**src/rtl/gate_test_pkg.sv**
```systemverilog
// Shared types and constants for the two-input gate stimulus/check sequencer.
package gate_test_pkg;

  typedef enum logic [1:0] {
    ST_IDLE   = 2'd0,
    ST_SETTLE = 2'd1,
    ST_SAMPLE = 2'd2,
    ST_DONE   = 2'd3
  } state_t;

  localparam int unsigned NUM_VECTORS = 4;

  // Truth tables indexed by {in_1,in_2}
  localparam logic [3:0] AND_TT  = 4'b1000;
  localparam logic [3:0] OR_TT   = 4'b1110;
  localparam logic [3:0] XOR_TT  = 4'b0110;
  localparam logic [3:0] NAND_TT = 4'b0111;

endpackage

```
**src/rtl/gate_vector_sequencer_settle_timer.sv**
```systemverilog
// Settle timer: loaded at the start of each vector, expires after SETTLE_CYCLES
// edges spent in the settle phase.
module settle_timer #(
  parameter int unsigned SETTLE_CYCLES = 1
) (
  input  logic clk,
  input  logic rst_n,
  input  logic i_load,
  input  logic i_en,
  output logic o_expire
);

  localparam logic [3:0] LOAD_VAL = 4'(SETTLE_CYCLES - 1);

  logic [3:0] r_cnt;

  // Down-counter: terminal count of zero marks the last settle edge
  always_ff @(posedge clk or negedge rst_n) begin
    if (!rst_n) begin
      r_cnt <= 4'd0;
    end else if (i_load) begin
      r_cnt <= LOAD_VAL;
    end else if (i_en && (r_cnt != 4'd0)) begin
      r_cnt <= r_cnt - 4'd1;
    end
  end

  assign o_expire = (r_cnt == 4'd0);

endmodule

```
**src/rtl/gate_vector_sequencer.sv**
```systemverilog
// Drives a two-input gate through 00,01,10,11, samples its output after a
// settle time and scores it against an expected truth table.
//
// state  | meaning
// IDLE   | inputs parked at 00, waiting for start
// SETTLE | current vector held, settle timer running
// SAMPLE | next edge captures gate_out and advances or finishes
// DONE   | one-cycle done pulse, pass/err_count/result_log valid
module gate_vector_sequencer
  import gate_test_pkg::*;
#(
  parameter int unsigned SETTLE_CYCLES = 1,
  parameter logic [3:0]  EXPECT        = AND_TT
) (
  input  logic       clk,
  input  logic       rst_n,
  input  logic       start,
  input  logic       abort,
  input  logic       gate_out,
  output logic       in_1,
  output logic       in_2,
  output logic       busy,
  output logic       done,
  output logic       pass,
  output logic [2:0] err_count,
  output logic [3:0] result_log
);

  localparam logic [1:0] LAST_IDX = 2'(NUM_VECTORS - 1);

  state_t     r_state;
  state_t     w_state_nxt;
  logic [1:0] r_idx;
  logic [1:0] r_vec;
  logic [2:0] r_err;
  logic [3:0] r_log;
  logic       r_pass;

  logic       w_tmr_load;
  logic       w_tmr_en;
  logic       w_expire;
  logic       w_mismatch;
  logic [2:0] w_err_nxt;
  logic       w_busy;
  logic       w_done;

  settle_timer #(
    .SETTLE_CYCLES(SETTLE_CYCLES)
  ) u_settle_timer (
    .clk      (clk),
    .rst_n    (rst_n),
    .i_load   (w_tmr_load),
    .i_en     (w_tmr_en),
    .o_expire (w_expire)
  );

  always_ff @(posedge clk or negedge rst_n) begin
    if (!rst_n) begin
      r_state <= ST_IDLE;
    end else begin
      r_state <= w_state_nxt;
    end
  end

  // abort takes priority over start and over the sample in progress
  always_comb begin
    w_state_nxt = r_state;
    w_tmr_load  = 1'b0;
    w_tmr_en    = 1'b0;
    w_busy      = 1'b0;
    w_done      = 1'b0;
    unique case (r_state)
      ST_IDLE: begin
        if (start && !abort) begin
          w_state_nxt = ST_SETTLE;
          w_tmr_load  = 1'b1;
        end
      end
      ST_SETTLE: begin
        w_busy = 1'b1;
        if (abort) begin
          w_state_nxt = ST_IDLE;
        end else begin
          w_tmr_en = 1'b1;
          if (w_expire) begin
            w_state_nxt = ST_SAMPLE;
          end
        end
      end
      ST_SAMPLE: begin
        w_busy = 1'b1;
        if (abort) begin
          w_state_nxt = ST_IDLE;
        end else if (r_idx == LAST_IDX) begin
          w_state_nxt = ST_DONE;
        end else begin
          w_state_nxt = ST_SETTLE;
          w_tmr_load  = 1'b1;
        end
      end
      ST_DONE: begin
        w_done      = 1'b1;
        w_state_nxt = ST_IDLE;
      end
      default: w_state_nxt = ST_IDLE;
    endcase
  end

  assign w_mismatch = gate_out ^ EXPECT[r_idx];
  assign w_err_nxt  = r_err + {2'b00, w_mismatch};

  always_ff @(posedge clk or negedge rst_n) begin
    if (!rst_n) begin
      r_idx  <= 2'd0;
      r_vec  <= 2'd0;
      r_err  <= 3'd0;
      r_log  <= 4'd0;
      r_pass <= 1'b0;
    end else begin
      unique case (r_state)
        ST_IDLE: begin
          if (start && !abort) begin
            r_idx  <= 2'd0;
            r_vec  <= 2'd0;
            r_err  <= 3'd0;
            r_log  <= 4'd0;
            r_pass <= 1'b0;
          end
        end
        ST_SETTLE: begin
          if (abort) begin
            r_vec  <= 2'd0;
            r_pass <= 1'b0;
          end
        end
        ST_SAMPLE: begin
          if (abort) begin
            r_vec  <= 2'd0;
            r_pass <= 1'b0;
          end else begin
            r_log[r_idx] <= gate_out;
            r_err        <= w_err_nxt;
            if (r_idx == LAST_IDX) begin
              r_vec  <= 2'd0;
              r_pass <= (w_err_nxt == 3'd0);
            end else begin
              r_idx <= r_idx + 2'd1;
              r_vec <= r_idx + 2'd1;
            end
          end
        end
        default: ;
      endcase
    end
  end

  assign in_1       = r_vec[1];
  assign in_2       = r_vec[0];
  assign busy       = w_busy;
  assign done       = w_done;
  assign pass       = r_pass;
  assign err_count  = r_err;
  assign result_log = r_log;

endmodule

```
**config.mk**
```make
export PLATFORM = sky130hd
export DESIGN_NAME = gate_vector_sequencer
export DESIGN_NICKNAME = d
export VERILOG_FILES = /design/src/rtl/gate_test_pkg.sv /design/src/rtl/gate_vector_sequencer_settle_timer.sv /design/src/rtl/gate_vector_sequencer.sv
export SDC_FILE = /design/constraint.sdc
export NUM_CORES = 1
export LEC_CHECK = 0
export ABC_AREA = 1
export CORE_UTILIZATION = 25
export CTS_CLUSTER_SIZE = 14
export DETAILED_ROUTE_END_ITERATION = 10
export PLACE_DENSITY_LB_ADDON = 0.15
export SLEW_MARGIN = 20
export SYNTH_ARGS = -nofsm -noshare
export SYNTH_HDL_FRONTEND = slang
export SYNTH_SLANG_ARGS = --single-unit
```
**constraint.sdc**
```tcl
create_clock -name clk -period 4.05 [get_ports clk]
set_input_delay 1.215 -clock clk [delete_from_list [all_inputs] [get_ports clk]]
set_output_delay 1.215 -clock clk [all_outputs]
set_load 0.02 [all_outputs]
```
==> results.sh <==
export IMPL_io_pins=17
export IMPL_track_usage_pct=12.41
export IMPL_fin_skew_ns=0.0007668
export IMPL_dr_pass1_iters=6
export IMPL_critical_path_buf_inv_count=2
export IMPL_ant_nets=0
export IMPL_cts_tree="done"
export IMPL_worst_pin_slew_ns=0.8595
export IMPL_synth_largest_area_cell="dfrtp_1"
export IMPL_synth_area_leaders="dfrtp_1, nand2_1, ha_1"
export IMPL_insertion_delay_ns=0.26
export IMPL_slew_viol_final=0
export IMPL_ys_seq_area_share_pct=40.45
export IMPL_setup_viol=0
export IMPL_port_buffers=16
export IMPL_irDropWorstVdd_mv=0.1694
export IMPL_crit_type="reg -> out"
export IMPL_cts_buffers=3
export IMPL_drtIter0Drc=13
export IMPL_fill_cells=458
export IMPL_cpLargestDelayFamily="buffers and inverters"
export IMPL_grt_overflow=0
export IMPL_die_area_um2=4725
export IMPL_fmax_mhz=354.9
export IMPL_drive_gt1_share_pct=10.00
export IMPL_crit_fanout=4
export IMPL_n_antenna_cell=0
export IMPL_rr_startpoint="r_idx[0]$_DFFE_PN0P_"
export IMPL_period_share_pct=69.58
export IMPL_syn_area_per_cell_um2=7.898
export IMPL_grt_max_degree=19
export IMPL_clock_path_buffers=2
export IMPL_path_cells="inv_1, ha_1, clkdlybuf4s50_1"
export IMPL_setup_ws_ns=1.232
export IMPL_cts_root_buffer="clkbuf_8"
export IMPL_worstHoldStart="result_log[2]$_DFFE_PN0P_"
export IMPL_hold_buffers=0
export IMPL_r2r_setup_slack_ns=2.18
export IMPL_cts_htree_levels=1
export IMPL_gp_routability_congestion=0.7662
export IMPL_crit_path_start_kind="flop"
export IMPL_grt_pass1_wl_um=4250
export IMPL_p_leak_nw=0.6538
export IMPL_vias_per_cell=4.476
export IMPL_status="completed"
export IMPL_hold_viol_final=0
export IMPL_wire_per_inst_um=11.62
export IMPL_start_util_pct=26.87
export IMPL_relSlewSlack_pct=42.52
export IMPL_grt_setup_unrepaired="false"
export IMPL_cts_sinks=18
export IMPL_synth_top_area_share_pct=40.45
export IMPL_dp_slack_ns=1.099
export IMPL_die_w_um=68.74
export IMPL_crit_start="r_state[0]$_DFFE_PN0P_"
export IMPL_coreArea_um2=4144
export IMPL_endpoint_kind="output pin"
export IMPL_syn_nets=158
export IMPL_whs_ns=0.4940
export IMPL_routed_wl_um=2441
export IMPL_vias=940
export IMPL_cp_required_ns=2.83
export IMPL_utilization_pct=33.39
export IMPL_power_mw=0.8096
export IMPL_antenna_found_initial=0
export IMPL_fin_crit_ns=2.818
export IMPL_fin_nets=178
export IMPL_syn_area_um2=1114
export IMPL_maxCapViolCount=0
export IMPL_cts_setup_buffers=0
export IMPL_post_cts_resized=0
export IMPL_tns_ns=0
export IMPL_ys_ff_latch=18
export IMPL_cts_clk_slew_worst_paths_ns=0.07
export IMPL_synthCells=141
export IMPL_power_density_nw_per_um2=585.0
export IMPL_ys_types=20
export IMPL_max_stage_delay_ns=0.59
export IMPL_die_h_um=68.74
export IMPL_syn2layout_area_growth_pct=24.27
export IMPL_rows=23
export IMPL_hpwl_um=1873
export IMPL_crit_arrival_ns=1.60
export IMPL_grt_pass1_vias=961
export IMPL_yosys_warnings=0
export IMPL_worst_path_max_delay_cell="clkdlybuf4s50_1"
export IMPL_drc=0
export IMPL_hold_class="reg -> reg"
## worst paths after layout
path / depth (start not counted) / endpoint
worst max-delay path: 3 / busy
worst min-delay path: 2 / result_log[2]$_DFFE_PN0P_
worst max register to register: 9 / pass$_DFFE_PN0P_
worst min register to register: 2 / result_log[2]$_DFFE_PN0P_
max in group asynchronous: 1 / r_vec[1]$_DFFE_PN0P_
min in group asynchronous: 1 / result_log[3]$_DFFE_PN0P_
## flip-flops by register name (all words and copies together), names as in the netlist
| signal | cells |
|---|---|
| result_log | 4 |
| r_vec | 2 |
| err_count | 3 |
| pass | 1 |
| r_idx | 2 |
| r_state | 2 |
| u_settle_timer.r_cnt | 4 |
## power by group
part	internal [mW]	switching (mW)	total, mW	leakage (nW)
Clock	0.0866	0.0657	0.152	0.0288
Sequential	0.221	0.0309	0.252	0.245
Combinational	0.147	0.258	0.405	0.380
## layer usage
| metal | vias to the layer above | wire [µm] | track usage [%] |
|---|---|---|---|
| li1 | 486 | - | - |
| met1 | 437 | 1184 | 14.94 |
| met2 | 12 | 1154 | 21.69 |
| met3 | 5 | 55 | 1.974 |
| met4 | 0 | 46 | 5.357 |
| met5 | - | 0 | 0 |
## layout by cell type (no fill, tap or decap)
cell	synthesis	final
nand2_1	42	42
dfrtp_1	18	18
clkdlybuf4s50_1	0	16
inv_1	12	12
nand3_1	12	12
o21ai_1	12	12
ha_1	12	12
nor2_1	9	9
inv_2	4	4
clkbuf_8	0	4
nand2_2	3	3
or2_0	3	3
a21oi_1	3	3
nand4_1	2	2
nor2_2	2	2
o21ai_4	1	1
nor2_4	1	1
clkinv_1	1	1
xor2_1	1	1
nand2_4	1	1
o21ai_0	1	1
## synth_stat cells, drive strengths merged
master,count
o21ai,14
or2,3
a21oi,3
buf,1
xor2,1
nand3,12
nand4,2
dfrtp,18
inv,16
nand2,46
clkinv,1
nor2,12
ha,12
## final cells by class
class                   instances  area (µm²)  area share [%]
multi-input cells             105       591.8           42.77
flip-flops and latches         18       450.4           32.55
repair buffers                 16       160.2           11.57
inverters                      17       63.81           4.611
well taps                      50       62.56           4.521
clock buffers                   4       55.05           3.978
## worst min-delay path, cell delays in order, from the launching register on
cell,delay [ns]
dfrtp_1,0.34
nand2_1,0.05
o21ai_1,0.06
## cells by family (layout without fill, tap and decap cells)
family / Yosys count / in the layout / share of synthesized area (%)
buf+inv: 18 / 37 / 6.404
xor+xnor: 1 / 1 / 0.7867
fa+ha+maj: 12 / 12 / 13.48
simple gates: 75 / 75 / 30.22
compound gates: 17 / 17 / 8.651
flops: 18 / 18 / 40.45
## per-stage QoR
stage | instances | area, µm²
floorplan | 141 | 1114
finish | 210 | 1384
CTS | 210 | 1384
detailed placement | 206 | 1329
global placement | 206 | 1329
global route | 210 | 1384
No activity file was read; power rests on OpenSTA's default activity.
